==> src/rtl/fetch_prefetch_queue.sv <==
// Instruction-fetch front end: issues sequential fixed-latency reads, queues
// the returned words with their PCs and hands them on over valid/ready.
module fetch_prefetch_queue #(
   parameter int unsigned       ADDR_W   = 32,
   parameter int unsigned       DATA_W   = 32,
   parameter int unsigned       DEPTH    = 4,
   parameter int unsigned       MEM_LAT  = 1,
   parameter logic [ADDR_W-1:0] RESET_PC = '0,
   parameter int unsigned       PC_STEP  = 4
) (
   input  logic                    clk,
   input  logic                    rst,
   output logic                    mem_en,
   output logic [ADDR_W-1:0]       mem_addr,
   input  logic [DATA_W-1:0]       mem_data,
   output logic                    out_valid,
   input  logic                    out_ready,
   output logic [DATA_W-1:0]       out_inst,
   output logic [ADDR_W-1:0]       out_pc,
   input  logic                    redirect_en,
   input  logic [ADDR_W-1:0]       redirect_addr,
   output logic [$clog2(DEPTH):0]  level
);

   localparam int unsigned AW   = $clog2(DEPTH);
   localparam int unsigned LW   = AW + 1;
   localparam int unsigned CW   = LW + 3;
   localparam int unsigned LAST = MEM_LAT - 1;

   logic [ADDR_W-1:0]  fetch_pc_q, fetch_pc_d;
   logic               epoch_q, epoch_d;
   logic [MEM_LAT-1:0] pipe_vld_q, pipe_ep_q;
   logic [ADDR_W-1:0]  pipe_pc_q [MEM_LAT];
   logic [DATA_W-1:0]  fifo_inst_q [DEPTH];
   logic [ADDR_W-1:0]  fifo_pc_q [DEPTH];
   logic [AW-1:0]      rd_ptr_q, rd_ptr_d, wr_ptr_q, wr_ptr_d;
   logic [LW-1:0]      level_q, level_d;
   logic [CW-1:0]      inflight, occupancy;
   logic               issue, push, pop, not_empty;

   always_comb begin
      inflight = '0;
      for (int unsigned i = 0; i < MEM_LAT; i++) begin
         inflight = inflight + CW'(pipe_vld_q[i]);
      end
   end

   assign not_empty = (level_q != '0);
   assign out_valid = not_empty && !redirect_en;
   assign pop       = out_valid && out_ready;
   // A same-cycle pop returns its slot to the credit pool immediately.
   assign occupancy = CW'(level_q) + inflight - CW'(pop);
   assign issue     = !rst && !redirect_en && (occupancy < CW'(DEPTH));
   assign push      = pipe_vld_q[LAST] && (pipe_ep_q[LAST] == epoch_q) && !redirect_en;

   assign mem_en   = issue;
   assign mem_addr = fetch_pc_q;
   assign level    = level_q;
   assign out_inst = not_empty ? fifo_inst_q[rd_ptr_q] : '0;
   assign out_pc   = not_empty ? fifo_pc_q[rd_ptr_q] : '0;

   always_comb begin
      fetch_pc_d = fetch_pc_q;
      epoch_d    = epoch_q;
      rd_ptr_d   = rd_ptr_q;
      wr_ptr_d   = wr_ptr_q;
      level_d    = level_q;
      if (redirect_en) begin
         fetch_pc_d = redirect_addr;
         epoch_d    = ~epoch_q;
         rd_ptr_d   = '0;
         wr_ptr_d   = '0;
         level_d    = '0;
      end else begin
         if (issue) fetch_pc_d = fetch_pc_q + ADDR_W'(PC_STEP);
         if (push)  wr_ptr_d   = wr_ptr_q + AW'(1);
         if (pop)   rd_ptr_d   = rd_ptr_q + AW'(1);
         level_d = level_q + LW'(push) - LW'(pop);
      end
   end

   always_ff @(posedge clk or posedge rst) begin
      if (rst) begin
         fetch_pc_q <= RESET_PC;
         epoch_q    <= 1'b0;
         pipe_vld_q <= '0;
         pipe_ep_q  <= '0;
         rd_ptr_q   <= '0;
         wr_ptr_q   <= '0;
         level_q    <= '0;
      end else begin
         fetch_pc_q    <= fetch_pc_d;
         epoch_q       <= epoch_d;
         rd_ptr_q      <= rd_ptr_d;
         wr_ptr_q      <= wr_ptr_d;
         level_q       <= level_d;
         pipe_vld_q[0] <= issue;
         pipe_ep_q[0]  <= epoch_q;
         for (int unsigned i = 1; i < MEM_LAT; i++) begin
            pipe_vld_q[i] <= pipe_vld_q[i-1];
            pipe_ep_q[i]  <= pipe_ep_q[i-1];
         end
      end
   end

   // Data-path storage needs no reset: validity is carried by the flags above.
   always_ff @(posedge clk) begin
      pipe_pc_q[0] <= fetch_pc_q;
      for (int unsigned i = 1; i < MEM_LAT; i++) begin
         pipe_pc_q[i] <= pipe_pc_q[i-1];
      end
      if (push) begin
         fifo_inst_q[wr_ptr_q] <= mem_data;
         fifo_pc_q[wr_ptr_q]   <= pipe_pc_q[LAST];
      end
   end

   assert property (@(posedge clk) disable iff (rst)
      !(push && !pop && (level_q == LW'(DEPTH))));

endmodule

==> config.mk <==
export PLATFORM = sky130hd
export DESIGN_NAME = fetch_prefetch_queue
export DESIGN_NICKNAME = d
export VERILOG_FILES = /design/src/rtl/fetch_prefetch_queue.sv
export SDC_FILE = /design/constraint.sdc
export NUM_CORES = 1
export LEC_CHECK = 0
export CAP_MARGIN = 25
export CORE_AREA = 2 2 159 161
export CTS_CLUSTER_SIZE = 40
export DETAILED_ROUTE_END_ITERATION = 8
export DIE_AREA = 0 0 161 163
export PLACE_DENSITY = 0.8
export SLEW_MARGIN = 30
export SYNTH_ARGS = -nofsm -noshare
export SYNTH_HDL_FRONTEND = slang
export SYNTH_SLANG_ARGS = --single-unit
export TNS_END_PERCENT = 50
==> constraint.sdc <==
create_clock -name clk -period 8.8 [get_ports clk]
set_input_delay 1.76 -clock clk [delete_from_list [all_inputs] [get_ports clk]]
set_output_delay 1.76 -clock clk [all_outputs]
set_load 0.01 [all_outputs]
# --- Word level (Yosys, flattened, before mapping) ---
# Memories as Yosys holds them, arrays and structs flattened.
# Cells that the tools add are included.
word_totals:
  register_bits: 42
  ramBits: 288
  inputBits: 68
  out_inout_bits: 101
  n_memories: 3
memory_table:
  columns: ["memory", "words", "width", "read_ports", "rd_ports_with_merged_regs", "write_ports", "line_no", "rtl"]
  rows:
  - ["fifo_inst_q", 4, 32, 1, 0, 1, "34", "logic [DATA_W-1:0] fifo_inst_q [DEPTH];"]
  - ["fifo_pc_q", 4, 32, 1, 0, 1, "35", "logic [ADDR_W-1:0] fifo_pc_q [DEPTH];"]
  - ["pipe_pc_q", 1, 32, 1, 0, 1, "33", "logic [ADDR_W-1:0] pipe_pc_q [MEM_LAT];"]
op_classes:
  addsub: 7
  order_cmp: 1
  eq_ne: 1
  n_mux: 11
  n_bitwise: 1
  reduce_logical: 12
op_table:
  columns: ["cell", "count"]
  rows:
  - ["$mux 32", 4]
  - ["$add 32x3->32 const B", 1]
  - ["$mux 2", 4]
  - ["$logic_and 1x1->1", 6]
  - ["$lt 6x3->1 const B", 1]
  - ["$reduce_bool 2->1", 3]
  - ["$sub 4x1->5", 1]
  - ["$add 2x1->2 const B", 2]
  - ["$add 3x1->4", 1]
  - ["$add 3x1->3", 1]
  - ["$mux 3", 1]
  - ["$reduce_bool 3->1", 1]
  - ["$sub 3x1->3", 1]
  - ["$logic_not 1->1", 2]
  - ["$mux 1", 2]
  - ["$eq 1x1->1", 1]
  - ["$not 1->1", 1]

# --- Depth between registers and ports, before layout ---
depth:
  ltp_word: 8
  ltp_mapped: 13
  depth_no_buf: 9

# --- Least setup slack after synthesis ---
# OpenSTA, ideal clock, no wires.
synth_path:
  path_type: "input -> output"
  from: "in redirect_en"
  to: "out mem_en"
  arrival_time_ps: 3959
  slack_ps: 3081
  cell_stages: 11
  path_buffers: 3
  cell_sequence: "buf_4 -> inv_1 -> clkbuf_1 -> and2_1 -> nand3b_1 -> ha_1 -> nand2_1 -> o31a_1 -> o211a_4 -> clkbuf_1 -> nor3_1"
synth_via:
  elab_chain_cells: 6
  elab_cells_between_ends: 7
synth_lines:
  columns: ["item", "line_no", "rtl"]
  rows:
  - ["start, declared", "20", "input logic redirect_en,"]
  - ["$logic_not 1->1", "49", "assign out_valid = not_empty && !redirect_en;"]
  - ["$logic_and 1x1->1", "49", null]
  - ["named net out_valid", "16", "output logic out_valid,"]
  - ["$logic_and 1x1->1", "50", "assign pop = out_valid && out_ready;"]
  - ["$sub 4x1->5", "52", "assign occupancy = CW'(level_q) + inflight - CW'(pop);"]
  - ["$lt 6x3->1", "53", "assign issue = !rst && !redirect_en && (occupancy < CW'(DEPTH));"]
  - ["$logic_and 1x1->1", "53", null]
  - ["end, declared", "13", "output logic mem_en,"]
# The timed path passes the listed nets, and every way through them passes these cells.

# --- Worst setup path in the final report ---
layout_path:
  from: "in redirect_en"
  to: "out mem_en"
layout_via:
  elab_chain_cells: 6
  elab_cells_between_ends: 7
layout_lines:
  columns: ["item", "line_no"]
  rows:
  - ["$logic_not 1->1 (*)", "49, 53"]
  - ["$logic_and 1x1->1", "49"]
  - ["$logic_and 1x1->1", "50"]
  - ["$sub 4x1->5", "52"]
  - ["$lt 6x3->1", "53"]
  - ["$logic_and 1x1->1 (*)", "53"]
# Mark *: on every way between the ends. The rest lies on a longest branch, timed or not.

==> results summary <==
The flow ran to the end, and the final reports show no timing, DRC or antenna violations. The worst register-to-register path begins at level[2]$_DFF_PP0_. The via count of the first global-routing pass is about 7000. Once detail routing completed, the nets flagged for antenna violations numbered 0. The min-delay analysis places its worst path in the category flop to flop. The first routing iteration left 515 violations. The number of nets handed over by synthesis was roughly 800. The utilization after layout is 0.648. The die is around 160 µm wide. The detailed router placed 6945 vias in this run. Of the total power, the clock network draws 0.318. The post-synth design cell area is 0.0128 mm². Data on the critical path arrives at its endpoint at 5270 ps. The H-tree depth is 1. The standard-cell row count came out at 58. The power density over cell area is between 200 and 300 mW/mm².

The maximum fanout along the worst path came out at 60. The internal power came out at 3290 µW. For the pin with the worst max-slew slack, the measured transition is approximately 800 ps. The synthesized flop and latch total came out at 330. In the layout the commonest cells are sky130_fd_sc_hd__edfxtp_1 (256), sky130_fd_sc_hd__clkdlybuf4s50_1 (168), sky130_fd_sc_hd__and2_1 (66). STA puts the critical path data required time at 7040 ps. The routed design has 25.0 mm of wire. The worst setup path is launched from an input port. The worst setup path is captured at a primary output. The clock buffer count from CTS came out at 31. The post-cts sizing count came out at 0. From synthesis to final layout, the design area changed by 25.1%. The number of top-level pins is 169. The clock transition time at the flip-flop clock pins of the worst setup and hold paths came out at 60 ps. The worst-case IR drop observed on VDD is 153 µV.

The startpoint of the most critical hold path is mem_addr[1]$_DFFE_PP0P_. For this run, the total global-route usage over all layers was measured as 0.193. The top achievable clock speed came out at 142 MHz.

The worst hold path terminates at pipe_pc_q[0][1]$_DFF_P_. The per-cell via count in the routed design is 5.56. The final weighted congestion of routability-driven global placement came out at 0.817. The initial antenna violation count came out at 0. The count of port buffers added during placement came out at 168. The post-synthesis average cell area came out at 17.7 µm². The number of pins exceeding their max-slew limit in the final report came to 0.

The number of library cell types mapped by synthesis came out at 42. The count of unresolved DRC violations after routing came out at 0. The hold violation count in the final report is 0. The combinational fraction of design power came out at 0.257. Once the clock tree was built, the setup fixing pass inserted 0 buffers. The worst register-to-register path ends at mem_addr[23]$_DFFE_PP0P_.

The hold-critical path depth came out at 0. The total congestion overflow after global routing is 0. The area of the die came out at 0.0262 mm². The net load switching power is 1160 µW.

The clock latency at the later pin of the worst-skew pair is 540 ps. The proportion of synthesized chip area in sequential cells came out at 0.734. The starting utilization of the core area is 0.518. The height of the die is 163 µm.

The library cell used most frequently in the layout, excluding fill and tap cells, is sky130_fd_sc_hd__edfxtp_1. The number of buffers on the longest clock path came out at 3. The first-pass GRT wire length is 39.2 mm.

The share of total power dissipated in sequential elements is 0.425. Entering global routing, the biggest net connects 67 pins. The cell count of the worst reg-to-reg path came out at 9.

Dividing the final minimum period by the clock period gives 0.799. The number of buffers inserted for hold repair after clock tree synthesis came out at 0. Setup repair after global routing left no endpoint under its margin. Headroom to the max-slew limit came out at 0.470.

The total of max-cap violations came out at 0. The switching part of the total power is 0.261. The clock period could shrink to 7030 ps.

The number of setup violations in the final report is 0. The final-layout setup total negative slack is 0 ps. The count of warnings emitted by yosys is 0. The average detailed-routed wire length per instance came out at 20.0 µm. CTS saw 330 sinks.

The critical path is of the input port to primary output type. The number of nets in the layout came out at 972. The clock skew came out at between 7 and 8 ps. Synthesis produced slightly above 700 cells. In the final layout, the share of cells above drive strength 1 is 0.147. The first-pass iteration count of the detailed router is 5. The area of the core came out at 0.0247 mm². The number of antenna cells inserted is 0. For flop-to-flop paths, the worst setup slack is 5770 ps.

TritonCTS built the clock tree. The post-route total power came out at 4450 µW. The analysis attributes to cell leakage a power of ~0.0052 µW.

Clock tree synthesis selected as its root buffer the cell sky130_fd_sc_hd__clkbuf_16. The half-perimeter wire length of the detailed placement result is 15.1 mm.
-- layer usage --
metal / wire (µm) / global-route usage
met3: 1810 / 0.0390
met5: 0 / 0
met1: 10900 / 0.273
met4: 257 / 0.0381
met2: 12000 / 0.319
-- flip-flops by register name, summed over array words and instances (netlist names) --
register     flops
fifo_inst_q    128
fifo_pc_q      128
mem_addr        32
pipe_pc_q       32
level            3
rd_ptr_q         2
wr_ptr_q         2
epoch_q          1
pipe_ep_q        1
pipe_vld_q       1
-- stage by stage --
| stage | worst slack, ps | cells | area, µm² | hold WS (ps) |
|---|---|---|---|---|
| 3_3_place_gp | 1910 | 1186 | 14800 | 386 |
| 2_1_floorplan | 3080 | 721 | 12800 | 410 |
| 4_1_cts | 1790 | 1247 | 16000 | 412 |
| 3_5_place_dp | 1830 | 1190 | 14800 | 393 |
| 5_1_grt | 1530 | 1248 | 16000 | 415 |
| 6_report | 1770 | 1248 | 16000 | 409 |
-- final cells by class --
type	instances	area, µm²
Clock buffer	40	882
Clock inverter	17	236
Fill cell	1735	8690
Inverter	7	27.5
Multi-Input combinational cell	347	3220
Sequential cell	330	9390
Tap cell	330	413
Timing Repair Buffer	177	1820
-- cell usage after synthesis --
cell type                   count  share of area
sky130_fd_sc_hd__a2bb2oi_1      1        0.00069
sky130_fd_sc_hd__a31oi_1       29          0.014
sky130_fd_sc_hd__and2_1        70          0.034
sky130_fd_sc_hd__and3_1         3         0.0015
sky130_fd_sc_hd__buf_1          4         0.0012
sky130_fd_sc_hd__buf_2          4         0.0016
sky130_fd_sc_hd__buf_4          1        0.00059
sky130_fd_sc_hd__buf_6          2         0.0018
sky130_fd_sc_hd__clkbuf_1      26         0.0076
sky130_fd_sc_hd__dfrtp_1       42          0.082
sky130_fd_sc_hd__dfxtp_1       32          0.050
sky130_fd_sc_hd__edfxtp_1     256           0.60
sky130_fd_sc_hd__fa_1           1         0.0016
sky130_fd_sc_hd__ha_1           9         0.0088
sky130_fd_sc_hd__inv_1          7         0.0021
sky130_fd_sc_hd__mux2_2         2         0.0018
sky130_fd_sc_hd__mux2i_1        1        0.00078
sky130_fd_sc_hd__mux4_2        64           0.11
sky130_fd_sc_hd__nand2_1       21         0.0062
sky130_fd_sc_hd__nand2b_1       3         0.0015
sky130_fd_sc_hd__nand3_1       13         0.0051
sky130_fd_sc_hd__nand3b_1       1        0.00059
sky130_fd_sc_hd__nand4_1        3         0.0015
sky130_fd_sc_hd__nand4b_1       1        0.00069
sky130_fd_sc_hd__nor2_1        40          0.012
sky130_fd_sc_hd__nor2b_1        2        0.00098
sky130_fd_sc_hd__nor2b_4        1         0.0011
sky130_fd_sc_hd__nor3_1         2        0.00078
sky130_fd_sc_hd__nor3b_1        1        0.00059
sky130_fd_sc_hd__nor4_1         2        0.00098
sky130_fd_sc_hd__nor4b_1        2         0.0014
sky130_fd_sc_hd__o211a_4        1         0.0014
sky130_fd_sc_hd__o211ai_1       1        0.00059
sky130_fd_sc_hd__o21ai_0       16         0.0063
sky130_fd_sc_hd__o31a_1         3         0.0021
sky130_fd_sc_hd__o31ai_1       15         0.0088
sky130_fd_sc_hd__or2_2          1        0.00049
sky130_fd_sc_hd__or3_1         14         0.0069
sky130_fd_sc_hd__or4_1         15         0.0088
sky130_fd_sc_hd__or4b_1         1        0.00078
sky130_fd_sc_hd__xnor2_1        4         0.0027
sky130_fd_sc_hd__xor2_1         4         0.0027
-- cell families (layout without fill, tap and decap cells) --
kind of cell | after synthesis | in the layout | share of synthesized area
flip-flops | 330 | 330 | 0.734
AND/OR/NAND/NOR | 196 | 196 | 0.0857
multiplexers | 67 | 67 | 0.115
AO/OA/AOI/OAI | 66 | 66 | 0.0340
buffers and inverters | 44 | 241 | 0.0148
adder cells (fa/ha/maj) | 10 | 10 | 0.0104
XOR/XNOR | 8 | 8 | 0.00548
-- worst max-delay path: stages --
cell	delay, ps
sky130_fd_sc_hd__clkdlybuf4s50_1	390
sky130_fd_sc_hd__buf_4	210
sky130_fd_sc_hd__inv_1	70
sky130_fd_sc_hd__buf_4	450
sky130_fd_sc_hd__and2_1	250
sky130_fd_sc_hd__nand3b_1	90
sky130_fd_sc_hd__ha_1	280
sky130_fd_sc_hd__nand2_1	80
sky130_fd_sc_hd__o31a_1	310
sky130_fd_sc_hd__o211a_4	420
sky130_fd_sc_hd__nor3_1	280
sky130_fd_sc_hd__clkdlybuf4s50_1	620
-- how the worst max path moves through the flow --
stage | startpoint | to | slack, ps | cells past startpoint
after detailed placement | redirect_en | mem_en | 1830 | 12
final | redirect_en | mem_en | 1770 | 12
after global placement | redirect_en | mem_en | 1910 | 12
after floorplan | redirect_en | mem_en | 3080 | 11
after CTS | redirect_en | mem_en | 1790 | 12
after global routing | redirect_en | mem_en | 1530 | 12
-- power groups by stage --
| stage | sequential, µW | clock, µW | combinational, µW |
|---|---|---|---|
| 2_1_floorplan | 1880 | 0 | 685 |
| 3_3_place_gp | 1930 | 0 | 1130 |
| 3_5_place_dp | 1940 | 0 | 1150 |
| 4_1_cts | 1900 | 1450 | 1150 |
| 5_1_grt | 1910 | 1520 | 1240 |
| 6_report | 1890 | 1420 | 1140 |
(Power assumes the default switching activity.)
